**src/rtl/if_stage_if.sv**
```systemverilog
// Bundle of the fetch stage's memory port, pipeline controls and IF/ID outputs.
interface if_stage_if #(
  parameter int unsigned ADDR_WIDTH = 10,
  parameter int unsigned DATA_WIDTH = 32
);
  logic [ADDR_WIDTH-1:0] imem_addr;
  logic [DATA_WIDTH-1:0] imem_data;
  logic                  stall;
  logic                  redirect;
  logic [31:0]           redirect_pc;
  logic                  halt;
  logic                  go;
  logic [31:0]           pc;
  logic [DATA_WIDTH-1:0] if_id_ir;
  logic [31:0]           if_id_pc4;
  logic                  if_id_valid;
  logic                  halted;
  logic [31:0]           fetch_count;

  modport slave (
    input  imem_data, stall, redirect, redirect_pc, halt, go,
    output imem_addr, pc, if_id_ir, if_id_pc4, if_id_valid, halted, fetch_count
  );

  modport master (
    output imem_data, stall, redirect, redirect_pc, halt, go,
    input  imem_addr, pc, if_id_ir, if_id_pc4, if_id_valid, halted, fetch_count
  );
endinterface

```
**src/rtl/if_stage.sv**
```systemverilog
// Instruction-fetch stage: PC register, instruction memory addressing and IF/ID latch,
// with redirect/halt/stall control and a RUN/HALTED state machine.
module if_stage #(
  parameter int unsigned ADDR_WIDTH = 10,
  parameter int unsigned DATA_WIDTH = 32,
  parameter logic [31:0] RESET_PC   = 32'h0000_0000
) (
  input  logic        clk,
  input  logic        rst_n,
  if_stage_if.slave   bus
);

  localparam int unsigned PC_WIDTH = 32;

  typedef enum logic {
    ST_RUN    = 1'b0,
    ST_HALTED = 1'b1
  } state_e;

  state_e                state_q, state_d;
  logic [PC_WIDTH-1:0]   pc_q, pc_d;
  logic [DATA_WIDTH-1:0] ir_q, ir_d;
  logic [PC_WIDTH-1:0]   pc4_q, pc4_d;
  logic                  valid_q, valid_d;
  logic [31:0]           count_q, count_d;
  logic [PC_WIDTH-1:0]   pc_plus4;

  assign pc_plus4 = pc_q + PC_WIDTH'(4);

  // State and pipeline register
  always_ff @(posedge clk or negedge rst_n) begin
    if (!rst_n) begin
      state_q <= ST_RUN;
      pc_q    <= RESET_PC;
      ir_q    <= '0;
      pc4_q   <= '0;
      valid_q <= 1'b0;
      count_q <= '0;
    end else begin
      state_q <= state_d;
      pc_q    <= pc_d;
      ir_q    <= ir_d;
      pc4_q   <= pc4_d;
      valid_q <= valid_d;
      count_q <= count_d;
    end
  end

  // Next-state: redirect > halt > stall > fetch while running
  always_comb begin
    state_d = state_q;
    pc_d    = pc_q;
    ir_d    = ir_q;
    pc4_d   = pc4_q;
    valid_d = valid_q;
    count_d = count_q;

    unique case (state_q)
      ST_RUN: begin
        if (bus.redirect) begin
          pc_d    = bus.redirect_pc & 32'hFFFF_FFFC;
          valid_d = 1'b0;
          if (bus.halt) state_d = ST_HALTED;
        end else if (bus.halt) begin
          state_d = ST_HALTED;
          valid_d = 1'b0;
        end else if (!bus.stall) begin
          ir_d    = bus.imem_data;
          pc4_d   = pc_plus4;
          valid_d = 1'b1;
          pc_d    = pc_plus4;
          count_d = count_q + 32'(1);
        end
      end
      ST_HALTED: begin
        valid_d = 1'b0;
        if (bus.go) state_d = ST_RUN;
      end
      default: state_d = ST_RUN;
    endcase
  end

  assign bus.imem_addr   = pc_q[ADDR_WIDTH+1:2];
  assign bus.pc          = pc_q;
  assign bus.if_id_ir    = ir_q;
  assign bus.if_id_pc4   = pc4_q;
  assign bus.if_id_valid = valid_q;
  assign bus.halted      = (state_q == ST_HALTED);
  assign bus.fetch_count = count_q;

endmodule

```
**src/flat_wrapper.sv**
```systemverilog
// flat-port wrapper written by rule: the top's interface ports become plain ports
module if_stage_flat 
#(
  parameter int unsigned ADDR_WIDTH = 10,
  parameter int unsigned DATA_WIDTH = 32,
  parameter logic [31:0] RESET_PC   = 32'h0000_0000
)
  (clk, rst_n, bus_imem_data, bus_stall, bus_redirect, bus_redirect_pc, bus_halt, bus_go, bus_imem_addr, bus_pc, bus_if_id_ir, bus_if_id_pc4, bus_if_id_valid, bus_halted, bus_fetch_count);
  if_stage_if #(.ADDR_WIDTH(ADDR_WIDTH), .DATA_WIDTH(DATA_WIDTH)) bus_i ();
  input  logic clk;
  input  logic rst_n;
  input wire logic [$bits(bus_i.imem_data)-1:0] bus_imem_data;
  input wire logic [$bits(bus_i.stall)-1:0] bus_stall;
  input wire logic [$bits(bus_i.redirect)-1:0] bus_redirect;
  input wire logic [$bits(bus_i.redirect_pc)-1:0] bus_redirect_pc;
  input wire logic [$bits(bus_i.halt)-1:0] bus_halt;
  input wire logic [$bits(bus_i.go)-1:0] bus_go;
  output wire logic [$bits(bus_i.imem_addr)-1:0] bus_imem_addr;
  output wire logic [$bits(bus_i.pc)-1:0] bus_pc;
  output wire logic [$bits(bus_i.if_id_ir)-1:0] bus_if_id_ir;
  output wire logic [$bits(bus_i.if_id_pc4)-1:0] bus_if_id_pc4;
  output wire logic [$bits(bus_i.if_id_valid)-1:0] bus_if_id_valid;
  output wire logic [$bits(bus_i.halted)-1:0] bus_halted;
  output wire logic [$bits(bus_i.fetch_count)-1:0] bus_fetch_count;
  assign bus_i.imem_data = bus_imem_data;
  assign bus_i.stall = bus_stall;
  assign bus_i.redirect = bus_redirect;
  assign bus_i.redirect_pc = bus_redirect_pc;
  assign bus_i.halt = bus_halt;
  assign bus_i.go = bus_go;
  assign bus_imem_addr = bus_i.imem_addr;
  assign bus_pc = bus_i.pc;
  assign bus_if_id_ir = bus_i.if_id_ir;
  assign bus_if_id_pc4 = bus_i.if_id_pc4;
  assign bus_if_id_valid = bus_i.if_id_valid;
  assign bus_halted = bus_i.halted;
  assign bus_fetch_count = bus_i.fetch_count;
  if_stage #(.ADDR_WIDTH(ADDR_WIDTH), .DATA_WIDTH(DATA_WIDTH), .RESET_PC(RESET_PC)) u_core (.clk(clk), .rst_n(rst_n), .bus(bus_i));
endmodule
```
**config.mk**
```make
export PLATFORM = sky130hd
export DESIGN_NAME = if_stage_flat
export DESIGN_NICKNAME = d
export VERILOG_FILES = /design/src/rtl/if_stage_if.sv /design/src/rtl/if_stage.sv /design/src/flat_wrapper.sv
export SDC_FILE = /design/constraint.sdc
export NUM_CORES = 1
export LEC_CHECK = 0
export BUFFER_PORTS_ARGS = -buffer_cell sky130_fd_sc_hd__buf_2
export CELL_PAD_IN_SITES_DETAIL_PLACEMENT = 1
export CELL_PAD_IN_SITES_GLOBAL_PLACEMENT = 1
export CORE_MARGIN = 2
export CORE_UTILIZATION = 40
export CTS_CLUSTER_DIAMETER = 30
export DETAILED_ROUTE_END_ITERATION = 10
export PLACE_DENSITY_LB_ADDON = 0.1
export RECOVER_POWER = 100
export SLEW_MARGIN = 20
export SYNTH_ARGS = -nofsm -noshare
export SYNTH_HDL_FRONTEND = slang
export SYNTH_SLANG_ARGS = --single-unit
```
**constraint.sdc**
```tcl
create_clock -name clk -period 3.1 [get_ports clk]
set_input_delay 0.31 -clock clk [delete_from_list [all_inputs] [get_ports clk]]
set_output_delay 0.31 -clock clk [all_outputs]
set_load 0.05 [all_outputs]
```
# ---- Word level (Yosys, flattened, before mapping)
# Cells that the tools add are included.
dict set report totals {
  elab_cells 27
  output_inout_bits 140
  ram_bits 0
  mem_bits_ro 0
  in_bits 70
  memories 0
  latchBits 0
  reg_bits 130
}
dict set report classes {
  n_eq_ne 3
  n_bitwise 4
  multipliers 0
  n_reduce_logical 2
  mux 10
  order_cmp 0
  div_mod_pow 0
  n_shift 0
  add_sub_neg 2
}
# op n
set op_table {}
lappend op_table {{$mux W32} 3}
lappend op_table {{$add A32 B1 Y32 const B} 1}
lappend op_table {{$add A32 B3 Y32 const B} 1}
lappend op_table {{$mux W1} 5}
lappend op_table {{$ne A4 B4 Y1 const B} 1}
lappend op_table {{$not A1 Y1} 4}
lappend op_table {{$pmux W1 S2} 2}
lappend op_table {{$reduce_and A4 Y1} 1}
lappend op_table {{$reduce_and A3 Y1} 1}
lappend op_table {{$ne A2 B1 Y1 const B} 1}
lappend op_table {{$ne A2 B2 Y1 const B} 1}

# ---- Logic depth before layout (Yosys ltp)
dict set report logic_depth {
  ltp_word 4
  mapped_depth 7
  ltp_nobuf 6
}

# ---- Worst setup path after synthesis
# OpenSTA, ideal clock, no wires.
dict set report synth_path {
  path_type {flip-flop to flip-flop}
  start {reg u_core.pc_q[2], in the netlist u_core.bus.pc[2]}
  end {reg u_core.pc_q[26], in the netlist u_core.bus.pc[26]}
  synth_period_minus_slack_ps 2382
  setup_ps 82
  path_slack_ps 718
  required_ps 3018
  stages_incl_launch_ff 7
  n_path_buf 0
  arrival_ps 2300
  cell_sequence {dfrtp_1 > ha_1 > nand3_1 > nor4_2 > nand4_1 > a211o_1 > a31oi_1}
}
dict set report synth_between {
  elab_chain_len 4
}
# item line
set synth_lines {}
lappend synth_lines {{start, declared} if_stage.sv:21} ;# logic [PC_WIDTH-1:0] pc_q, pc_d;
lappend synth_lines {{start signal, assigned} if_stage.sv:41} ;# pc_q <= pc_d;
lappend synth_lines {{$add A32 B3 Y32} if_stage.sv:28} ;# assign pc_plus4 = pc_q + PC_WIDTH'(4);
lappend synth_lines {{$mux W32} if_stage.sv:67} ;# end else if (!bus.stall) begin
lappend synth_lines {{$mux W32} if_stage.sv:64} ;# end else if (bus.halt) begin
lappend synth_lines {{$mux W32} if_stage.sv:60} ;# if (bus.redirect) begin
# Every way passes these cells. The select of a mux whose other input is x is not followed.
# A chain may end at the register's enable or synchronous reset.

# ---- Worst setup path in the final report
dict set report layout_path {
  start {reg u_core.pc_q[4], in the netlist u_core.bus.pc[4]}
  end {reg u_core.pc_q[31], in the netlist u_core.bus.pc[31]}
}
# Same word-level chain as after synthesis.

==> flow_summary.toml <==
[timing]
finalCritPeriodShare_pct = 84.6
worstMarginPinSlew_ns = 1.74
rsz0062_at_grt = "no"
finalHoldViolCount = 0
max-slew-margin-rel_pct = -16.2
max_freq_mhz = 381
finalClockSkew_ns = 0.0119
final_max_slew_viol_count = 65
period_minus_slack_ns = 2.62
setup_viol_count_final = 0
fin_hold_ws_ns = 0.0627
setup_tns_ns = 0

[floorplanning]
coreArea_um2 = 15000
rows = 45
dieWidth_um = 127
ios = 210
initial_core_util_pct = 40.6
dieArea_um2 = 16200
die_h_um = 127

[route]
vias_per_cell = 5.30
dr_total_vias = 5610
drtIter0Drc = 282
drc = 0
dr.pass1.iters = 4
route.antenna.remaining_nets = 0
wirelength_um = 19100
wire_per_inst_um = 18.1

[clock_network]
cts_resized = 0
post_cts_buffers = 0
insertion_delay_ns = 0.41
htreeDepth = 4
cts_sinks = 126
root_buffer = "clkbuf_16"
cts_made_buffers = 17
clock_path_buffers = 2
path_clk_slew_ns = 0.06
cts_tree = "done"

[finish]
final_cell_mix = "nand2_1 (169), clkbuf_1 (139), dfrtp_1 (126), buf_2 (66), o21ai_0 (50)"
layout_commonest_cell = "nand2_1"
antennaDiodeCount = 0
drive_gt1_share_pct = 13.1
fin_nets = 930
area_growth_pct = 24.9

[logic_synthesis]
synth.distinct_cells = 50
synth-seq-area-share_pct = 51.7
yosys_warnings = 0
synthCells = 670
synth_seq_cells = 126
async_flop_share_pct = 100
synth-edff-count = 0
syn_area_per_cell_um2 = 9.10
yosys_most_used_dff = "dfrtp_1"
synth_area_leader_cell = "dfrtp_1"
netlist_top_cells_area = "dfrtp_1 (52%), nand2_1 (10%), xnor2_1 (5.6%)"
synth_top_area_share_pct = 51.7
netlist_area_um2 = 6100

[critical_path]
endpoint_kind = "register"
crit_required_ns = 3.39
reg2regPathDepth = 6
cp_max_fo = 10
critical_path_class = "reg2reg"
startpoint_type = "register"
cp.arrival_ns = 2.91

[pwr]
powerDensity_nw_per_um2 = 949
p_leak_nw = 3.42
ir_drop_uv = 425
total_power_mw = 7.23

[run_status]
outcome = "complete, but fails checks"
violations = "capacitance limit, slew limit"

[grt]
grt_pass1_vias = 5913
overflow = 0
grt_max_degree = 71
grt_pass1_wl_um = 30900
gr-usage-all-layers_pct = 24.1
antenna_found_initial = 0

[flow_run]
cap_violations = 1

[placement]
dpl.hpwl_um = 13300
port_buffers = 203
finalWeightedCongestion = 0.797

[worst_hold_path]
whs_path_depth = 2
hold_path_class = "in2reg"
## final cells by class
class | instances | area [um^2]
fill | 1893 | 7420
sequential | 126 | 3150
multi-input combinational | 488 | 2650
timing repair buffer | 215 | 936
clock buffer | 19 | 443
tap | 188 | 235
clock inverter | 13 | 164
inverter | 10 | 37.5
## worst max-delay path, stage by stage (launching register included)
cell and delay, ns:
dfrtp_1 0.55, nand4_1 0.32, nor3_1 0.51, clkbuf_1 0.41, and4_1 0.37, a31oi_1 0.13, o22a_1 0.20
## kinds of logic (layout without fill, tap and decap cells)
group	Yosys count	after routing	synth area share [%]
xor+xnor	58	58	8.33
other cells	1	4	0.0615
simple gates	315	315	24.2
buf+inv	59	257	4.51
fa+ha+maj	2	2	0.410
flops	126	126	51.7
compound gates	106	106	10.2
mux	3	3	0.513
## worst paths after layout
path                                                 start                          to  slack, ns
worst max-delay path                      u_core.bus.pc[4]           u_core.bus.pc[31]       0.48
worst min-delay path                                bus_go           u_core.bus.halted       0.06
worst max register to register            u_core.bus.pc[4]           u_core.bus.pc[31]       0.48
worst min register to register  u_core.bus.fetch_count[31]  u_core.bus.fetch_count[31]       0.47
max in group asynchronous                            rst_n     u_core.bus.if_id_ir[12]       1.12
min in group asynchronous                            rst_n    u_core.bus.if_id_pc4[15]       0.89
## report_power, final
part           internal [mW]  total (mW)  switching (mW)  leakage (nW)
sequential              2.03        2.45           0.415          1.58
combinational          0.503        2.72            2.22          1.54
clock                   1.29        2.06           0.767         0.294
total                   3.83        7.23            3.40          3.42
## cells in the mapped netlist (2+ instances only)
| master | instances |
|---|---|
| a21oi_1 | 22 |
| nand2_1 | 169 |
| nand3_1 | 39 |
| o21a_1 | 4 |
| nor2_1 | 34 |
| o22a_1 | 5 |
| nor3_1 | 12 |
| o2bb2ai_1 | 2 |
| a31oi_1 | 5 |
| inv_1 | 9 |
| buf_1 | 3 |
| nand4_1 | 16 |
| ha_1 | 2 |
| o211ai_1 | 3 |
| o21ai_0 | 47 |
| a211o_1 | 2 |
| and4_1 | 3 |
| o21ai_1 | 3 |
| or4_1 | 2 |
| mux2i_1 | 2 |
| and3_1 | 16 |
| xor2_1 | 19 |
| nor4_1 | 4 |
| o22ai_1 | 2 |
| clkbuf_1 | 31 |
| a22oi_1 | 4 |
| buf_4 | 14 |
| a2bb2oi_1 | 2 |
| xnor2_1 | 39 |
| or3_1 | 4 |
| dfrtp_1 | 126 |
| a211oi_1 | 2 |
| nor3_2 | 2 |
| nor4_2 | 3 |
| nand2b_1 | 3 |
## routing by layer
metal	part of all wire (%)	vias up	track usage [%]	wire, um
met5	0	-	0	0
met4	2.2	0	8.99	416
met3	5.4	29	4.86	1040
met2	49	178	39.6	9430
met1	43	2766	31.7	8270
li1	-	2637	-	-
## state kept, by name (all words and copies together), names as in the netlist
signal and flops:
u_core.bus.fetch_count 32, u_core.bus.if_id_ir 32, u_core.bus.if_id_pc4 30, u_core.bus.pc 30, u_core.bus.halted 1, u_core.bus.if_id_valid 1
## repair_timing
action,CTS,global route
endpoints found under the hold margin,64,0
endpoints found under the setup margin,0,0
hold buffers,1,0
## stage by stage
stage / cell area (um^2) / instances / setup WS (ns) / util, %
finish: 7610 / 1059 / 0.478 / 50.7
global route: 7610 / 1059 / 0.304 / 50.7
detailed placement: 7230 / 1026 / 0.736 / 48.1
floorplan: 6110 / 673 / 0.718 / -
global placement: 7230 / 1026 / 0.795 / 48.1
CTS: 7850 / 1059 / 0.709 / 52.2
(Power assumes the default switching activity.)
